==> src/rtl/led_phy_gs_shifter_pkg.sv <==
// Shared definitions for the LED PHY grayscale shifter: default geometry,
// FSM state encoding and a counter-width helper.
package led_phy_gs_shifter_pkg;

  localparam int DEF_DW       = 12;
  localparam int DEF_CHANNELS = 24;
  localparam int DEF_CLK_DIV  = 4;
  localparam int DEF_LAT_CYC  = 2;

  typedef enum logic [1:0] {
    ST_IDLE  = 2'd0,
    ST_SHIFT = 2'd1,
    ST_LATCH = 2'd2
  } led_state_e;

  // Width needed to count 0..n-1, never narrower than one bit.
  function automatic int cnt_width(input int n);
    return (n <= 1) ? 1 : $clog2(n);
  endfunction

endpackage

==> src/rtl/led_phy_bit_timer.sv <==
// Half-period timebase for the driver shift clock: tick marks the last cycle of
// each CLK_DIV-long half period, phase says which half (0 = sclk low).
module led_phy_bit_timer
  import led_phy_gs_shifter_pkg::*;
#(
  parameter int CLK_DIV = DEF_CLK_DIV
) (
  input  logic clk,
  input  logic rst,
  input  logic run,
  output logic tick,
  output logic phase
);

  localparam int DIVW = cnt_width(CLK_DIV);
  localparam logic [DIVW-1:0] DIV_LAST = DIVW'(CLK_DIV - 1);

  logic [DIVW-1:0] div_r;
  logic            phase_r;

  assign tick  = run & (div_r == DIV_LAST);
  assign phase = phase_r;

  // Divider and phase; parked at the start of a low phase whenever not running.
  always_ff @(posedge clk) begin
    if (rst) begin
      div_r   <= '0;
      phase_r <= 1'b0;
    end else if (!run) begin
      div_r   <= '0;
      phase_r <= 1'b0;
    end else if (div_r == DIV_LAST) begin
      div_r   <= '0;
      phase_r <= ~phase_r;
    end else begin
      div_r   <= div_r + 1'b1;
      phase_r <= phase_r;
    end
  end

endmodule

==> src/rtl/led_phy_gs_shifter.sv <==
// Pops grayscale words from a show-ahead FIFO and shifts them MSB-first onto a
// sclk/sdi/lat LED driver bus, latching once every CHANNELS words.
module led_phy_gs_shifter
  import led_phy_gs_shifter_pkg::*;
#(
  parameter int DW       = DEF_DW,
  parameter int CHANNELS = DEF_CHANNELS,
  parameter int CLK_DIV  = DEF_CLK_DIV,
  parameter int LAT_CYC  = DEF_LAT_CYC
) (
  input  logic          clkr,
  input  logic          rst,
  input  logic [DW-1:0] fifo_dout,
  input  logic          fifo_valid,
  output logic          fifo_re,
  output logic          sclk,
  output logic          sdi,
  output logic          lat,
  output logic          busy,
  output logic          frame_done,
  output logic          underrun
);

  localparam int BITW = cnt_width(DW);
  localparam int WCW  = cnt_width(CHANNELS + 1);
  localparam int LATW = cnt_width(LAT_CYC);
  localparam logic [BITW-1:0] BIT_LAST  = BITW'(DW - 1);
  localparam logic [WCW-1:0]  WORD_LAST = WCW'(CHANNELS - 1);
  localparam logic [LATW-1:0] LAT_LAST  = LATW'(LAT_CYC - 1);

  led_state_e      state_r;
  logic [DW-1:0]   shreg_r;
  logic [BITW-1:0] bit_cnt_r;
  logic [WCW-1:0]  word_cnt_r;
  logic [LATW-1:0] lat_cnt_r;
  logic            sclk_r;
  logic            sdi_r;
  logic            lat_r;
  logic            busy_r;
  logic            frame_done_r;
  logic            underrun_r;

  logic            run_s;
  logic            tick_s;
  logic            phase_s;
  logic            bit_end_s;
  logic            word_end_s;
  logic            last_word_s;
  logic            pop_s;
  logic [DW-1:0]   shreg_next_s;

  assign run_s        = (state_r == ST_SHIFT);
  assign bit_end_s    = tick_s & phase_s;
  assign word_end_s   = bit_end_s & (bit_cnt_r == BIT_LAST);
  assign last_word_s  = (word_cnt_r == WORD_LAST);
  assign shreg_next_s = shreg_r << 1;

  led_phy_bit_timer #(
    .CLK_DIV (CLK_DIV)
  ) u_bit_timer (
    .clk   (clkr),
    .rst   (rst),
    .run   (run_s),
    .tick  (tick_s),
    .phase (phase_s)
  );

  // Pop strobe: from IDLE, or back-to-back at a word end that does not close the frame.
  always_comb begin
    pop_s = 1'b0;
    if (rst) begin
      pop_s = 1'b0;
    end else begin
      case (state_r)
        ST_IDLE:  pop_s = fifo_valid;
        ST_SHIFT: pop_s = fifo_valid & word_end_s & ~last_word_s;
        default:  pop_s = 1'b0;
      endcase
    end
  end

  assign fifo_re = pop_s;

  // Frame FSM, shift register, counters and all registered driver outputs.
  always_ff @(posedge clkr) begin
    if (rst) begin
      state_r      <= ST_IDLE;
      shreg_r      <= '0;
      bit_cnt_r    <= '0;
      word_cnt_r   <= '0;
      lat_cnt_r    <= '0;
      sclk_r       <= 1'b0;
      sdi_r        <= 1'b0;
      lat_r        <= 1'b0;
      busy_r       <= 1'b0;
      frame_done_r <= 1'b0;
      underrun_r   <= 1'b0;
    end else begin
      frame_done_r <= 1'b0;
      underrun_r   <= 1'b0;
      case (state_r)
        ST_IDLE: begin
          sclk_r <= 1'b0;
          lat_r  <= 1'b0;
          // A partially shifted frame keeps busy high while stalled here.
          busy_r <= pop_s | (word_cnt_r != '0);
          if (pop_s) begin
            shreg_r   <= fifo_dout;
            sdi_r     <= fifo_dout[DW-1];
            bit_cnt_r <= '0;
            state_r   <= ST_SHIFT;
          end else begin
            state_r   <= ST_IDLE;
          end
        end

        ST_SHIFT: begin
          busy_r <= 1'b1;
          if (word_end_s) begin
            sclk_r    <= 1'b0;
            bit_cnt_r <= '0;
            if (last_word_s) begin
              lat_r     <= 1'b1;
              lat_cnt_r <= '0;
              state_r   <= ST_LATCH;
            end else begin
              word_cnt_r <= word_cnt_r + 1'b1;
              if (pop_s) begin
                shreg_r <= fifo_dout;
                sdi_r   <= fifo_dout[DW-1];
                state_r <= ST_SHIFT;
              end else begin
                underrun_r <= 1'b1;
                state_r    <= ST_IDLE;
              end
            end
          end else if (bit_end_s) begin
            // sdi only moves at the start of a low phase, so it is stable at the rise.
            sclk_r    <= 1'b0;
            shreg_r   <= shreg_next_s;
            sdi_r     <= shreg_next_s[DW-1];
            bit_cnt_r <= bit_cnt_r + 1'b1;
          end else if (tick_s) begin
            sclk_r <= 1'b1;
          end else begin
            sclk_r <= sclk_r;
          end
        end

        ST_LATCH: begin
          sclk_r <= 1'b0;
          if (lat_cnt_r == LAT_LAST) begin
            lat_r        <= 1'b0;
            frame_done_r <= 1'b1;
            word_cnt_r   <= '0;
            busy_r       <= 1'b0;
            state_r      <= ST_IDLE;
          end else begin
            lat_cnt_r <= lat_cnt_r + 1'b1;
            busy_r    <= 1'b1;
          end
        end

        default: begin
          state_r    <= ST_IDLE;
          sclk_r     <= 1'b0;
          lat_r      <= 1'b0;
          busy_r     <= 1'b0;
          word_cnt_r <= '0;
        end
      endcase
    end
  end

  assign sclk       = sclk_r;
  assign sdi        = sdi_r;
  assign lat        = lat_r;
  assign busy       = busy_r;
  assign frame_done = frame_done_r;
  assign underrun   = underrun_r;

endmodule

==> config.mk <==
export PLATFORM = sky130hd
export DESIGN_NAME = led_phy_gs_shifter
export DESIGN_NICKNAME = d
export VERILOG_FILES = /design/src/rtl/led_phy_gs_shifter_pkg.sv /design/src/rtl/led_phy_bit_timer.sv /design/src/rtl/led_phy_gs_shifter.sv
export SDC_FILE = /design/constraint.sdc
export NUM_CORES = 1
export LEC_CHECK = 0
export ABC_AREA = 1
export CAP_MARGIN = 20
export CORE_MARGIN = 8
export CORE_UTILIZATION = 40
export DETAILED_ROUTE_END_ITERATION = 8
export PLACE_DENSITY = 0.71
export SLEW_MARGIN = 25
export SYNTH_ARGS = -nofsm -noshare
export SYNTH_HDL_FRONTEND = slang
export SYNTH_SLANG_ARGS = --single-unit
==> constraint.sdc <==
create_clock -name clkr -period 2.1 [get_ports clkr]
set_clock_uncertainty 0.05 [all_clocks]
set_input_delay 0.525 -clock clkr [delete_from_list [all_inputs] [get_ports clkr]]
set_output_delay 0.525 -clock clkr [all_outputs]
set_load 0.02 [all_outputs]
==> summary.txt, run 1 <==
Yosys
  – Post-Syn Nets: 217
  – Post-synthesis cell count: 198
  – Warning count from the yosys run: 0
  – FF+latch count, synth: 32
  – Post-synthesis cell area: 1570 µm²
  – Post-synth cell types: 30
  – Mapped Avg Cell Area: 7.94 µm²
  – Sequential cell area fraction in the yosys report: 0.407

Timing
  – Total Neg Setup Slack: 0 ns
  – Peak clock frequency supported by timing: 494 MHz
  – Period utilisation layout: 0.964
  – Final hold viol count: 0
  – Final max-slew violation count: 0
  – Setup repair after global routing missed its margin: false
  – Actual transition at the worst max-transition pin: 0.295 ns
  – Worst max-slew margin expressed relative to the limit: 0.803
  – Post-layout min period: 2.02 ns
  – Final setup vio count: 0

Finish
  – Layout area overhead: 32.0%
  – Count of nets after finishing: 263
  – Final Instance Count excl. Fillers: 293
  – Antenna diode count: 0
  – Post-layout utilization of the core: 0.559
  – Non-Filler Cell Area, Final: 2080 µm²
  – Fraction of final layout cells with drive strength greater than 1: 0.298
  – Fillers: 358

Worst setup path
  – Data arrival time of the critical path: 1.45 ns
  – Critical path type: input pin to primary output
  – Data required time at the worst endpoint: 1.52 ns
  – Critical path peak fanout: 2
  – CP startpoint kind: input pin
  – Flop-to-flop setup slack: 0.31 ns
  – Type of destination of the critical path: primary output

Floorplan
  – Vertical die dimension: 78.7 µm
  – Area enclosed by the die boundary: 6190 µm²
  – Number of primary I/O pins: 22
  – Starting Density: 0.423
  – Cell row count: 22
  – Die extent in x: 78.7 µm
  – Placeable Area: 3720 µm²

CTS
  – Clock tree buffer depth: 2
  – Total clock sinks: 32
  – H-Tree Level Count: 2
  – Total clock buffers created by CTS: 5
  – Clock latency at the later pin of the worst-skew pair: 0.28 ns
  – TritonCTS clock tree: done
  – Cell at the root of the clock tree: clkbuf_8
  – Clock edge transition at the registers on the reported setup and hold paths: 0.06 ns

Routing
  – Met1 layer wirelength in the final routing: 1590 µm
  – Uppermost routed layer: met4
  – Number of DRC violations after detailed-routing iteration 0: 76
  – Routed length on met3: 155 µm
  – Total Wirelength: 3320 µm
  – # DRC: 0
  – ANT nets after route: 0
  – Detailed-routing iteration count for the pre-antenna-repair pass: 4
  – Vias per cell: 4.69
  – Met2 Wirelength: 1540 µm
  – Post-detailed-route wirelength per cell: 11.3 µm
  – Number of vias after detailed routing: 1373

Place
  – RD Place Congestion: 0.884
  – Cell area reported after detailed placement: 1970 µm²
  – Port buffer count: 21
  – Dpl cells: 285
  – HPWL after DPL: 2490 µm

Pwr
  – Pleak: 0.850 nW
  – Maximum resistive drop on vdd: 0.325 mV
  – Power density over the cells: 623 nW/µm²

Global route
  – Largest net degree at the start of global routing: 17
  – Number of antenna violations at the first check in global routing: 0
  – First-pass GRT wire length: 5790 µm
  – Via count of the first global-routing pass: 1326
  – Overall track demand over capacity in global routing: 0.115
  – Total grt overflow: 0

Run status
  – Outcome: completed

Job
  – Reported max-cap violation count: 0

Min path
  – Type of the most critical hold path: flop to flop
## cell families after synthesis
group,Yosys count,share of synthesized area
compound gates,31,0.111
flops,32,0.407
simple gates,105,0.358
xor+xnor,3,0.0167
buf+inv,23,0.0756
fa+ha+maj,4,0.0318
## cells in the final DEF, fill, tap and decap left out, drive strengths merged, types with 2 or more instances in the layout
cell           synthesis  layout
ha                     4       4
dfxtp                 32      32
a21oi                 11      11
inv                   17      17
xor2                   2       2
nand4                  3       3
o21ai                 18      18
buf                    3      24
nor3                  14      14
clkbuf                 2       8
nand3                 12      12
clkdlybuf4s50          0      20
nand2                 29      29
nor2                  45      45
## metal layers
layer	GRT usage	up-vias
met5	0	-
met4	0.0667	0
met3	0.0315	4
met2	0.185	23
met1	0.136	611
li1	-	735
## power breakdown
group | switching (mW) | total, mW | internal [mW]
clock network | 0.211 | 0.478 | 0.267
registers | 0.0129 | 0.643 | 0.631
logic | 0.0895 | 0.172 | 0.0823
## final timing paths
check,startpoint,endpoint,cells past startpoint
worst max-delay path,rst,fifo_re,7
worst min-delay path,u_bit_timer.div_r[0],u_bit_timer.div_r[0],1
worst max register to register,bit_cnt_r[0],word_cnt_r[2],9
worst min register to register,u_bit_timer.div_r[0],u_bit_timer.div_r[0],1
## cell usage after synthesis
cell | count | area [µm²]
or2_4 | 1 | 8.76
clkbuf_1 | 2 | 7.51
ha_1 | 4 | 50.1
nand3_2 | 1 | 10.0
nor3_1 | 4 | 20.0
o21ai_4 | 1 | 16.3
o21ai_2 | 1 | 8.76
nand3_1 | 11 | 55.1
dfxtp_1 | 32 | 641
nor2_1 | 35 | 131
nand2_1 | 21 | 78.8
nand4_1 | 3 | 18.8
o21ai_1 | 7 | 35.0
nor3_2 | 10 | 100
o21ai_0 | 9 | 45.0
inv_2 | 3 | 11.3
buf_12 | 1 | 20.0
buf_6 | 2 | 22.5
xnor2_1 | 1 | 8.76
clkinv_2 | 1 | 5.00
inv_1 | 14 | 52.6
nor2_2 | 9 | 56.3
nor2_4 | 1 | 11.3
nor3b_1 | 1 | 7.51
a211oi_1 | 1 | 7.51
a31oi_1 | 1 | 6.26
xor2_1 | 2 | 17.5
a21oi_1 | 11 | 55.1
nand2_2 | 5 | 31.3
nand2_4 | 3 | 33.8
## flip-flops by register name (all words and copies together) (netlist names), 2 cells and up
name and flops:
bit_cnt_r 4, state_r 2, word_cnt_r 5, shreg_r 11
u_bit_timer.div_r 2
## final cells by class
cell class | instances | area, µm² | area share
sequential | 32 | 642 | 0.309
clock buffer | 8 | 90.1 | 0.0434
timing repair buffer | 44 | 384 | 0.185
tap | 48 | 60.1 | 0.0289
inverter | 18 | 68.8 | 0.0332
multi-input combinational | 143 | 831 | 0.400
## critical path: stages
cell and delay [ns]:
clkdlybuf4s50_1 0.43, inv_2 0.07, nand2_2 0.07, nor2_4 0.12, nand2_4 0.06, inv_2 0.06
buf_6 0.11
## stage by stage
stage | hold slack (ns) | setup WS (ns) | power, mW
2_1_floorplan | 0.352 | 0.323 | 0.761
3_5_place_dp | 0.367 | -0.562 | 0.827
4_1_cts | 0.376 | 0.00115 | 1.31
6_report | 0.356 | 0.0761 | 1.29
3_3_place_gp | 0.367 | -0.558 | 0.825
5_1_grt | 0.384 | 0.00796 | 1.36
## repair_timing
item	CTS	global route
gates resized for setup	8	6
endpoints found under the setup margin	1	1
buffers inserted	0	0
hold endpoints to repair	0	0
hold buffers	0	0
pin swaps	1	2
No activity file was read; power rests on OpenSTA's default activity.
==> run 2, diff against run 1 <==
Settings changed: CORE_UTILIZATION 40 to 53, PLACE_DENSITY 0.71 to 0.88.
==> run 2 against run 1 <==
Compared with the run above: global-route usage rose by 3.5 points; critical endpoint unchanged; critical path type is now flop to primary output; sequential share of layout area fell by 0.21 points; highest routed layer unchanged; hold slack improved by 0.067 ns.
==> summary.txt, run 2 (synthesis results as in run 1) <==
Run status
  – Outcome: completed

Routing
  – ANT nets after route: 0 (unchanged)
  – Number of vias after detailed routing: 1484 (+8.1%)
  – Detailed-routing iteration count for the pre-antenna-repair pass: 4 (unchanged)
  – Total Wirelength: 3770 µm (+14%)
  – # DRC: 0 (unchanged)
  – Number of DRC violations after detailed-routing iteration 0: 70 (-7.9%)
  – Post-detailed-route wirelength per cell: 13.4 µm (+18%)
  – Vias per cell: 5.28 (+13%)

Finish
  – Register with the highest flop count: shreg_r
  – Fraction of final layout cells with drive strength greater than 1: 0.324 (+0.0260)
  – Top flop regs: shreg_r x11, word_cnt_r x5, bit_cnt_r x4
  – Layout area overhead: 33.4%
  – Final Instance Count excl. Fillers: 281 (-4.1%)
  – Max FFs per register: 11 (unchanged)
  – Most used cells in the layout excluding fill and tap cells: 33 x nor2_1, 29 x dfxtp_1, 27 x buf_4
  – Antenna diode count: 0 (unchanged)
  – Non-Filler Cell Area, Final: 2100 µm² (+1.1%)
  – Most common library cell in the layout ignoring fill and taps: nor2_1
  – Fillers: 186 (-48%)
  – Count of nets after finishing: 268 (+1.9%)
  – Combined flip-flop and latch cell area: 644 µm² (+0.39%)
  – Combined area of the multi-input logic cells: 851 µm² (+2.4%)

Floorplan
  – Area enclosed by the die boundary: 4970 µm² (-20%)
  – Starting Density: 0.565 (+0.142)
  – Die extent in x: 70.5 µm (-10%)
  – Cell row count: 19 (-14%)
  – Number of primary I/O pins: 22 (unchanged)
  – Vertical die dimension: 70.5 µm (-10%)
  – Placeable Area: 2780 µm² (-25%)

CTS
  – Cell at the root of the clock tree: clkbuf_4
  – Clock latency at the later pin of the worst-skew pair: 0.34 ns (+0.06 ns)
  – Clock tree buffer depth: 2 (unchanged)
  – Clock edge transition at the registers on the reported setup and hold paths: 0.10 ns (+0.04 ns)
  – Total clock buffers created by CTS: 5 (unchanged)
  – Total clock sinks: 32 (unchanged)
  – H-Tree Level Count: 2 (unchanged)
  – TritonCTS clock tree: done

Timing
  – Final hold viol count: 0 (unchanged)
  – Worst max-slew margin expressed relative to the limit: 0.803 (about the same)
  – Final max-slew violation count: 0 (unchanged)
  – Actual transition at the worst max-transition pin: 0.295 ns (+0.000177 ns)
  – Period utilisation layout: 0.979 (+0.0156)
  – Peak clock frequency supported by timing: 486 MHz (-1.6%)
  – Post-layout min period: 2.06 ns (+0.0328 ns)
  – Final setup vio count: 0 (unchanged)

Worst setup path
  – Data required time at the worst endpoint: 1.52 ns (about the same)
  – Type of destination of the critical path: primary output
  – Critical path type: flop to primary output
  – Critical path peak fanout: 2 (unchanged)
  – CP startpoint kind: flop
  – Data arrival time of the critical path: 1.48 ns (+0.03 ns)

Place
  – Port buffer count: 21 (unchanged)
  – RD Place Congestion: 0.840 (-4.9%)
  – Cell area reported after detailed placement: 1960 µm² (-0.45%)
  – Dpl cells: 268 (-6.0%)
  – HPWL after DPL: 2740 µm (+10%)

Pwr
  – Pleak: 0.875 nW (+2.9%)
  – Power density over the cells: 573 nW/µm² (-8.0%)
  – Maximum resistive drop on vdd: 0.597 mV (+84%)

Global route
  – Via count of the first global-routing pass: 1463 (+10%)
  – Overall track demand over capacity in global routing: 0.151 (+0.0354)
  – Total grt overflow: 0 (unchanged)
  – Number of antenna violations at the first check in global routing: 0 (unchanged)
  – Largest net degree at the start of global routing: 17 (unchanged)
  – First-pass GRT wire length: 6210 µm (+7.3%)

Job
  – Reported max-cap violation count: 0 (unchanged)

Min path
  – Type of the most critical hold path: flop to flop
==> run 2: cell count changes in the layout (fill, tap and decap cells not counted), moves of 2 or more <==
cell / delta
clkbuf_4: +5
clkbuf_8: -5
buf_4: +4
clkbuf_1: -2
clkinv_2: +2
dfxtp_1: -2
dfxtp_2: +2
ha_2: -2
ha_4: +2
==> run 2: layout make-up <==
type / count / area share
flip-flops and latches: 32 / 0.307
repair buffers: 49 / 0.207
multi-input cells: 143 / 0.405
inverters: 18 / 0.0328
well taps: 31 / 0.0185
clock inverters: 2 / 0.00477
clock buffers: 6 / 0.0244
==> run 2: worst paths after layout <==
| path | from | to | slack [ns] | cells after the start |
|---|---|---|---|---|
| hold / removal | lat_cnt_r | frame_done | 0.42 | 2 |
| setup / recovery | bit_cnt_r[0] | fifo_re | 0.04 | 8 |
| setup reg to reg | bit_cnt_r[0] | sdi | 0.35 | 10 |
| hold reg to reg | lat_cnt_r | frame_done | 0.42 | 2 |
==> run 2: critical path: stages, from the launching register on <==
cell and delay, ns:
dfxtp_2 0.36, ha_4 0.14, nand2_1 0.07, nor2_2 0.13
nand3_2 0.10, nand2_2 0.11, nand2_4 0.05, inv_1 0.07
buf_6 0.12
==> run 2: through the flow <==
step           utilization  TNS (ns)  total power, mW  worst slack [ns]  hold slack [ns]
2_1_floorplan            -         0            0.761             0.323            0.352
3_3_place_gp         0.704    -0.550            0.825            -0.549            0.364
3_5_place_dp         0.704    -0.678            0.833            -0.571            0.385
4_1_cts              0.728         0             1.20            0.0117            0.399
5_1_grt              0.754   -0.0199             1.25           -0.0199            0.437
6_report             0.754         0             1.20            0.0433            0.423
==> run 2: timing repair <==
item,in CTS,in global routing
hold buffers,0,0
buffers inserted,0,5
pin swaps,1,6
gates resized for setup,8,9
setup endpoints to repair,1,1
==> run 2: power breakdown <==
| group | internal [mW] | switching (mW) |
|---|---|---|
| clock network | 0.159 | 0.208 |
| registers | 0.631 | 0.0157 |
| logic | 0.0925 | 0.0964 |
==> run 2: routing by layer <==
| layer | track usage | routed length, µm | share of wire | vias to the layer above |
|---|---|---|---|---|
| met4 | 0.0804 | 59 | 0.016 | 0 |
| li1 | - | - | - | 748 |
| met1 | 0.157 | 1590 | 0.42 | 702 |
| met3 | 0.0579 | 177 | 0.047 | 6 |
| met5 | 0 | 0 | 0 | - |
| met2 | 0.256 | 1940 | 0.51 | 28 |
==> run 3, diff against run 2 <==
Settings changed: CORE_UTILIZATION 53 to 35, PLACE_DENSITY 0.88 to 0.65.
==> run 3 against run 2 <==
Compared with the run above: highest routed layer unchanged; sequential cell count unchanged; die area is 39% higher; first-iteration DRC count grew 51%; sequential share of layout area rose by 0.17 points; sequential power about the same; power up 5.0%; combinational power down 8%; register-to-register slack about the same; via count is 6.1% lower; critical path depth shrank 2; global-route usage fell by 4.6 points; core utilization is 28 points lower.
==> summary.txt, run 3 (synthesis results as in run 1) <==
Run status
  – Outcome: completed

Global route
  – GRT met3 Usage: 0.0352 (-0.0228)
  – Busiest layer in global routing: met2
  – Total grt overflow: 0 (unchanged)
  – Number of antenna violations at the first check in global routing: 0 (unchanged)
  – GRT met2 Usage: 0.167 (-0.0886)
  – Met1 demand-to-capacity share in global routing: 0.119 (-0.0378)
  – Overall track demand over capacity in global routing: 0.105 (-0.0457)
  – Largest net degree at the start of global routing: 17 (unchanged)
  – Via count of the first global-routing pass: 1382 (-5.5%)
  – First-pass GRT wire length: 5970 µm (-3.9%)

Pwr
  – Proportion of power drawn by flip-flops and latches: 0.509 (-0.028)
  – Maximum resistive drop on vdd: 0.289 mV (-52%)
  – Power density over the cells: 609 nW/µm² (+6.2%)
  – Combinational fraction of design power: 0.138 (-0.019)
  – Internal: 0.939 mW (+6.4%)
  – Sw Share: 0.257 (-0.00977)
  – Pleak: 0.871 nW (-0.38%)
  – Clock network fraction of design power: 0.353 (+0.048)
  – Sw power: 0.324 mW (+1.2%)

Routing
  – # DRC: 0 (unchanged)
  – ANT nets after route: 0 (unchanged)
  – Post-detailed-route wirelength per cell: 11.5 µm (-14%)
  – Number of DRC violations after detailed-routing iteration 0: 106 (+51%)
  – Total Wirelength: 3420 µm (-9.3%)
  – Vias per cell: 4.69 (-11%)
  – Number of vias after detailed routing: 1393 (-6.1%)
  – Detailed-routing iteration count for the pre-antenna-repair pass: 4 (unchanged)

Timing
  – Worst max-slew margin expressed relative to the limit: 0.791 (-0.0120)
  – Period utilisation layout: 0.973 (-0.00634)
  – Worst Setup Slack, final: 0.0566 ns (+0.0133 ns)
  – Actual transition at the worst max-transition pin: 0.313 ns (+0.0179 ns)
  – Setup repair after global routing missed its margin: false
  – Final setup vio count: 0 (unchanged)
  – Final max-slew violation count: 0 (unchanged)
  – Post-layout min period: 2.04 ns (-0.0133 ns)
  – Total Neg Setup Slack: 0 ns (unchanged)
  – Final hold slack: 0.379 ns (-0.0448 ns)
  – Peak clock frequency supported by timing: 489 MHz (+0.65%)
  – Final hold viol count: 0 (unchanged)

Finish
  – Fillers: 420 (+130%)
  – Count of nets after finishing: 264 (-1.5%)
  – Non-Filler Cell Area, Final: 2070 µm² (-1.1%)
  – Top flop regs: shreg_r x11, word_cnt_r x5, bit_cnt_r x4
  – Antenna diode count: 0 (unchanged)
  – Fraction of final layout cells with drive strength greater than 1: 0.282 (-0.0424)
  – Register with the highest flop count: shreg_r
  – Max FFs per register: 11 (unchanged)
  – Layout area overhead: 31.9%
  – Most used cells in the layout excluding fill and tap cells: 34 x nor2_1, 32 x dfxtp_1, 24 x buf_4
  – Most common library cell in the layout ignoring fill and taps: nor2_1

CTS
  – Cell at the root of the clock tree: clkbuf_8
  – Number of buffers inserted by hold repair at cts: 0 (unchanged)
  – TritonCTS clock tree: done
  – H-Tree Level Count: 2 (unchanged)
  – Clock tree buffer depth: 2 (unchanged)
  – Total clock buffers created by CTS: 5 (unchanged)
  – Clock edge transition at the registers on the reported setup and hold paths: 0.06 ns (-0.04 ns)
  – Total clock sinks: 32 (unchanged)
  – Clock latency at the later pin of the worst-skew pair: 0.29 ns (-0.05 ns)

Place
  – Cell area reported after detailed placement: 1970 µm² (+0.70%)
  – HPWL after DPL: 2570 µm (-6.0%)
  – Worst slack, placed: -0.562 ns (+0.00892 ns)
  – Port buffer count: 21 (unchanged)
  – RD Place Congestion: 0.831 (-1.0%)

Worst setup path
  – Critical path peak fanout: 2 (unchanged)
  – Type of destination of the critical path: primary output
  – Buffer and inverter count on the worst path: 3 (+1)
  – Crit-path leading delay family: buffers and inverters
  – Library cell contributing the largest single delay on the critical path: clkdlybuf4s50_1
  – Worst R2R Start: bit_cnt_r[0]
  – CP startpoint kind: input pin
  – Delay of the slowest cell on the worst path: 0.50 ns (+0.14 ns)
  – Ordered cell list for the critical path: clkdlybuf4s50_1 -> nand2_4 -> nor2_4 -> nand2_4 -> inv_1 -> buf_6
  – Data required time at the worst endpoint: 1.52 ns (about the same)
  – Cell seen most often among critical-path stages: nand2_4
  – Data arrival time of the critical path: 1.47 ns (about the same)
  – CP Launch Point: fifo_valid
  – Critical path type: input pin to primary output

Floorplan
  – Cell row count: 24 (+5)
  – Placeable Area: 4350 µm² (+57%)
  – Area enclosed by the die boundary: 6890 µm² (+39%)
  – Starting Density: 0.361 (-0.204)
  – Vertical die dimension: 83.0 µm (+18%)
  – Number of primary I/O pins: 22 (unchanged)
  – Die extent in x: 83.0 µm (+18%)

Job
  – Reported max-cap violation count: 0 (unchanged)

Min path
  – Origin of the worst min-delay path: u_bit_timer.div_r[0]
  – Type of the most critical hold path: flop to flop
run 3: area by class of cell:
| class | instances | area (µm²) | area share |
|---|---|---|---|
| flip-flops and latches | 32 | 641 | 0.309 |
| clock inverters | 1 | 5.00 | 0.00241 |
| inverters | 18 | 68.8 | 0.0332 |
| well taps | 52 | 65.1 | 0.0314 |
| repair buffers | 45 | 394 | 0.190 |
| multi-input cells | 143 | 828 | 0.399 |
| clock buffers | 6 | 72.6 | 0.0350 |
run 3: final timing paths:
check,slack [ns],endpoint,cells after the start
setup / recovery,0.06,fifo_re,6
hold / removal,0.38,u_bit_timer.div_r[0],1
setup reg to reg,0.34,word_cnt_r[4],9
hold reg to reg,0.38,u_bit_timer.div_r[0],1
run 3: power by group through the flow:
| stage | Sequential (mW) | Clock [mW] | Combinational, mW |
|---|---|---|---|
| 3_3_place_gp | 0.656 | 0 | 0.170 |
| 2_1_floorplan | 0.659 | 0 | 0.102 |
| 3_5_place_dp | 0.656 | 0 | 0.171 |
| 4_1_cts | 0.643 | 0.468 | 0.173 |
| 5_1_grt | 0.646 | 0.493 | 0.193 |
| 6_report | 0.643 | 0.446 | 0.174 |
run 3: layer usage:
metal	part of all wire	vias up
li1	-	737
met4	0.026	0
met1	0.46	628
met3	0.028	5
met2	0.49	23
met5	0	-
run 3: per-stage QoR:
step                total power [mW]   util  instances
floorplan                      0.761      -        198
global placement               0.825  0.453        289
detailed placement             0.828  0.453        289
CTS                             1.28  0.472        296
global route                    1.33  0.476        297
finish                          1.26  0.476        297
run 3: timing repair:
| action | CTS | global route |
|---|---|---|
| gates resized for setup | 8 | 3 |
| setup endpoints to repair | 1 | 1 |
| setup buffers | 0 | 1 |
| pin swaps | 1 | 1 |
